===== src/rtl/led_pattern_ctrl.sv =====
// Commandable status-LED sequencer: steady level, continuous blink or an N-pulse burst.
// Commands arrive over a valid/ready port; every output except io_cmd_ready is registered.
module led_pattern_ctrl #(
  parameter int TICK_DIV = 25000000,
  parameter int PER_W    = 8,
  parameter int CNT_W    = 4
) (
  input  logic             clock,
  input  logic             reset,
  input  logic             io_cmd_valid,
  output logic             io_cmd_ready,
  input  logic [1:0]       io_cmd_mode,
  input  logic [PER_W-1:0] io_cmd_period,
  input  logic [CNT_W-1:0] io_cmd_count,
  output logic             io_led0,
  output logic             io_busy,
  output logic             io_done
);

  localparam int PS_W = (TICK_DIV > 1) ? $clog2(TICK_DIV) : 1;
  localparam logic [PS_W-1:0] PS_LAST = PS_W'(TICK_DIV - 1);

  localparam logic [1:0] M_OFF   = 2'd0;
  localparam logic [1:0] M_ON    = 2'd1;
  localparam logic [1:0] M_BLINK = 2'd2;
  localparam logic [1:0] M_BURST = 2'd3;

  typedef enum logic [2:0] {
    S_IDLE,
    S_BLINK_HI,
    S_BLINK_LO,
    S_BURST_HI,
    S_BURST_LO
  } state_e;

  state_e           state_q, state_d;
  logic [PS_W-1:0]  ps_q, ps_d;
  logic [PER_W-1:0] ph_q, ph_d;
  logic [PER_W-1:0] per_q, per_d;
  logic [CNT_W-1:0] pul_q, pul_d;
  logic             led_q, led_d;
  logic             busy_q, busy_d;
  logic             done_q, done_d;

  logic tick;
  logic ph_end;
  logic accept;

  assign io_cmd_ready = reset &
                        ((state_q == S_IDLE) |
                         (state_q == S_BLINK_HI) |
                         (state_q == S_BLINK_LO));

  assign accept = io_cmd_valid & io_cmd_ready;
  assign tick   = (ps_q == PS_LAST);
  assign ph_end = tick & (ph_q == per_q - PER_W'(1));

  always_comb begin
    state_d = state_q;
    ps_d    = tick ? '0 : ps_q + PS_W'(1);
    ph_d    = ph_q;
    per_d   = per_q;
    pul_d   = pul_q;
    led_d   = led_q;
    done_d  = 1'b0;

    if (accept) begin
      // A new command restarts the timebase and drops any pending toggle.
      ps_d  = '0;
      ph_d  = '0;
      per_d = (io_cmd_period == '0) ? PER_W'(1) : io_cmd_period;
      pul_d = io_cmd_count;
      unique case (io_cmd_mode)
        M_OFF: begin
          state_d = S_IDLE;
          led_d   = 1'b0;
        end
        M_ON: begin
          state_d = S_IDLE;
          led_d   = 1'b1;
        end
        M_BLINK: begin
          state_d = S_BLINK_HI;
          led_d   = 1'b1;
        end
        M_BURST: begin
          if (io_cmd_count == '0) begin
            state_d = S_IDLE;
            led_d   = 1'b0;
            done_d  = 1'b1;
          end else begin
            state_d = S_BURST_HI;
            led_d   = 1'b1;
          end
        end
        default: ;
      endcase
    end else if (state_q == S_IDLE) begin
      ph_d = '0;
    end else if (ph_end) begin
      ph_d = '0;
      unique case (state_q)
        S_BLINK_HI: begin
          state_d = S_BLINK_LO;
          led_d   = 1'b0;
        end
        S_BLINK_LO: begin
          state_d = S_BLINK_HI;
          led_d   = 1'b1;
        end
        S_BURST_HI: begin
          state_d = S_BURST_LO;
          led_d   = 1'b0;
        end
        S_BURST_LO: begin
          if (pul_q > CNT_W'(1)) begin
            state_d = S_BURST_HI;
            led_d   = 1'b1;
            pul_d   = pul_q - CNT_W'(1);
          end else begin
            state_d = S_IDLE;
            led_d   = 1'b0;
            pul_d   = '0;
            done_d  = 1'b1;
          end
        end
        default: ;
      endcase
    end else if (tick) begin
      ph_d = ph_q + PER_W'(1);
    end

    busy_d = (state_d != S_IDLE);
  end

  always_ff @(posedge clock) begin
    if (!reset) begin
      state_q <= S_IDLE;
      ps_q    <= '0;
      ph_q    <= '0;
      per_q   <= PER_W'(1);
      pul_q   <= '0;
      led_q   <= 1'b0;
      busy_q  <= 1'b0;
      done_q  <= 1'b0;
    end else begin
      state_q <= state_d;
      ps_q    <= ps_d;
      ph_q    <= ph_d;
      per_q   <= per_d;
      pul_q   <= pul_d;
      led_q   <= led_d;
      busy_q  <= busy_d;
      done_q  <= done_d;
    end
  end

  assign io_led0 = led_q;
  assign io_busy = busy_q;
  assign io_done = done_q;

endmodule


===== config.mk =====
export PLATFORM = sky130hd
export DESIGN_NAME = led_pattern_ctrl
export DESIGN_NICKNAME = d
export VERILOG_FILES = /design/src/rtl/led_pattern_ctrl.sv
export SDC_FILE = /design/constraint.sdc
export NUM_CORES = 1
export LEC_CHECK = 0
export ABC_CLOCK_PERIOD_IN_PS = 4440
export CORE_MARGIN = 10
export CORE_UTILIZATION = 45
export CTS_BUF_LIST = sky130_fd_sc_hd__clkbuf_16
export CTS_CLUSTER_DIAMETER = 40
export CTS_CLUSTER_SIZE = 40
export DETAILED_ROUTE_END_ITERATION = 8
export PLACE_DENSITY = 0.67
export SLEW_MARGIN = 20
export SYNTH_ARGS = -nofsm -noshare
export SYNTH_HDL_FRONTEND = slang
export SYNTH_SLANG_ARGS = --single-unit

===== constraint.sdc =====
create_clock -name clock -period 4.44 [get_ports clock]
set_input_delay 1.332 -clock clock [delete_from_list [all_inputs] [get_ports clock]]
set_output_delay 1.332 -clock clock [all_outputs]
set_load 0.01 [all_outputs]

==> impl_metrics.json <==
{
  "avgSynthCellArea_um2": 8.18,
  "grt-ovfl-total": 0,
  "tritoncts": "built",
  "switchingPower_w": 0.000249,
  "synth_top_area_cell": "dfxtp_1",
  "firstDrtPassIters": 4,
  "cp-endpoint": "io_cmd_ready",
  "finalSetupTns_ns": 0,
  "ys_seq_area_share_pct": 37.6,
  "start_kind": "input pin",
  "h-tree-depth": 2,
  "dp_hpwl_mm": 4.16,
  "synthTopCellsByArea": "dfxtp_1, xor2_1, nor2_1",
  "cts_inserted_buffers": 5,
  "crit_path_end_kind": "output port",
  "start_util_pct": 46.1,
  "viasPerCell": 5.35,
  "routed_wl_mm": 5.74,
  "io_buffers": 20,
  "r2r_slack_ns": 1.41,
  "synth-edff-count": 0,
  "grt_start_max_net_pins": 26,
  "final_common_cell": "dfxtp_1",
  "cts_buffer_depth": 2,
  "clkLatencyLatePin_ns": 0.29,
  "design.die.area_um2": 9540,
  "setup_slack_ns": 0.251,
  "cts-resized-gates": 0,
  "ys.flop_type": "dfxtp_1",
  "postCtsSetupRepairBufs": 0,
  "path_clk_slew_ns": 0.07,
  "yosys_warnings": 0,
  "r2r-end": "pul_q[0]$_SDFFE_PN0P_",
  "p_leak_nw": 1.13,
  "fin_crit_sh_pct": 94.4,
  "area_growth_syn_to_layout_pct": 15.7,
  "async_reset_ff_share_pct": 0,
  "worstMarginPinSlew_ns": 0.782,
  "postSynthNetCount": 357,
  "cp_max_fo": 3,
  "vdd_drop_max_mv": 0.248,
  "cts_hold_buf": 0,
  "finalHoldViolCount": 0,
  "fin_nets": 378,
  "antenna_found_initial": 0,
  "drive_above_1_share_pct": 5.65,
  "die_w_um": 97.7,
  "clkPwrFrac_pct": 38.6,
  "final_cell_mix": "dfxtp_1, nor2_1, nand2_1",
  "hold_path_class": "reg -> reg",
  "comb_power_share_pct": 11.8,
  "grt_pass1_wl_mm": 10.4,
  "dpl_worst_slack_ns": 0.226,
  "pwr-share-seq_pct": 49.6,
  "fmax_mhz": 239,
  "rsz0062_at_grt": "false",
  "grtUsageTotal_pct": 12.5,
  "r2r-start": "ps_q[0]$_SDFF_PP0_",
  "power_density_nw_per_um2": 313,
  "globalplace.congestion": 0.817,
  "drc": 0,
  "io_pins": 21,
  "dr.first_iter.drc_count": 60,
  "vias": 2295,
  "critPathRequiredTime_ns": 3.11,
  "rows": 28,
  "status": "complete, no violations",
  "core_um2": 5890,
  "setup_viol": 0,
  "p_sw_share_pct": 25.3,
  "cts_sinks": 51,
  "ant_nets": 0,
  "n_antenna_cell": 0,
  "finClkSkew_ns": 0.00512,
  "timing_worst_setup_path_type": "in -> out",
  "die_height_um": 97.7,
  "ys_seq_elements": 51,
  "period_needed_ns": 4.19,
  "cts_root_buf": "clkbuf_16",
  "slew-limit-headroom_pct": 47.5,
  "cellInternalPower_w": 0.000735,
  "syn-cell-area_um2": 2720,
  "drt-wirelength-per-cell_um": 13.4,
  "crit_arrival_ns": 2.86,
  "grt_pass1_vias": 2357,
  "num-fill-cells": 579,
  "startpoint": "reset",
  "syn-instance-count": 332,
  "reg2reg_depth": 7,
  "ys_types": 49,
  "finalMaxSlewViolations": 0,
  "cap_violations": 0,
  "yosysTopAreaCellShare_pct": 37.6
}
power by group through the flow:
stage               sequential [W]  clock (W)  combinational [W]
CTS                       0.000488   0.000395           0.000117
finish                    0.000488   0.000379           0.000117
floorplan                 0.000495          0          0.0000760
global placement          0.000498          0           0.000114
detailed placement        0.000498          0           0.000116
global route              0.000490   0.000409           0.000131
metal layers:
| layer | wire, um | track usage [%] | part of all wire, % | vias up |
|---|---|---|---|---|
| met1 | 2790 | 15.3 | 49 | 1063 |
| met5 | 0 | 0 | 0 | - |
| met2 | 2710 | 21.1 | 47 | 32 |
| met3 | 175 | 2.92 | 3.0 | 6 |
| met4 | 63 | 3.47 | 1.1 | 0 |
| li1 | - | - | - | 1194 |
worst min-delay path by stage:
stage	end	cells after the start	from	slack, ns
2_1_floorplan	ps_q[0]$_SDFF_PP0_	1	ps_q[0]$_SDFF_PP0_	0.44
3_3_place_gp	ps_q[0]$_SDFF_PP0_	1	ps_q[0]$_SDFF_PP0_	0.46
3_5_place_dp	ps_q[0]$_SDFF_PP0_	1	ps_q[0]$_SDFF_PP0_	0.46
4_1_cts	ps_q[0]$_SDFF_PP0_	1	ps_q[0]$_SDFF_PP0_	0.48
5_1_grt	per_q[7]$_SDFFE_PN0P_	2	per_q[7]$_SDFFE_PN0P_	0.51
6_report	ps_q[0]$_SDFF_PP0_	1	ps_q[0]$_SDFF_PP0_	0.47
kinds of logic after synthesis:
logic type | count (synthesis) | share of synthesized area [%]
AO/OA/AOI/OAI | 42 | 11.2
XOR/XNOR | 36 | 11.6
adder cells (fa/ha/maj) | 8 | 3.69
buffers and inverters | 22 | 3.36
flip-flops | 51 | 37.6
multiplexers | 5 | 1.89
AND/OR/NAND/NOR | 168 | 30.6
critical path: stages:
cell and delay [ns]:
clkdlybuf4s50_1 0.51, inv_1 0.07, nor3b_1 0.33, clkdlybuf4s50_1 0.62
per-stage QoR:
stage / instance area (um^2) / hold WS (ns) / instances / util, % / total power, W
floorplan: 2720 / 0.438 / 332 / - / 0.000571
global placement: 2990 / 0.457 / 421 / 50.9 / 0.000611
detailed placement: 2990 / 0.459 / 421 / 50.9 / 0.000614
CTS: 3140 / 0.475 / 429 / 53.4 / 0.00100
global route: 3140 / 0.512 / 429 / 53.4 / 0.00103
finish: 3140 / 0.470 / 429 / 53.4 / 0.000984
state kept, by name, indices dropped and copies added, names as in the netlist:
| register | flops |
|---|---|
| io_busy | 1 |
| io_led0 | 1 |
| state_q | 3 |
| per_q | 8 |
| pul_q | 4 |
| ps_q | 25 |
| ph_q | 8 |
| io_done | 1 |
final cells by class:
type / instances / area (um^2) / share of cell area [%]
multi-input combinational: 259 / 1600 / 51.0
clock buffer: 5 / 125 / 3.98
timing repair buffer: 24 / 230 / 7.33
tap: 75 / 93.8 / 2.99
inverter: 12 / 45.0 / 1.43
clock inverter: 3 / 22.5 / 0.717
sequential: 51 / 1020 / 32.5
cells in the mapped netlist, types with 3 or more instances:
master,instances
a21oi_1,8
and2_1,3
mux2i_1,4
nor2b_1,4
a31oi_1,4
or3_1,3
ha_1,8
nor4_1,7
or4_1,5
nor2_1,48
and3_1,5
xnor2_1,14
nand2_1,42
dfxtp_1,51
o31ai_1,4
nand2b_1,4
nand4_1,5
o21ai_0,10
xor2_1,22
inv_1,12
clkbuf_1,7
nor3_1,11
nand3_1,21
Power figures use the tool's default switching activity.
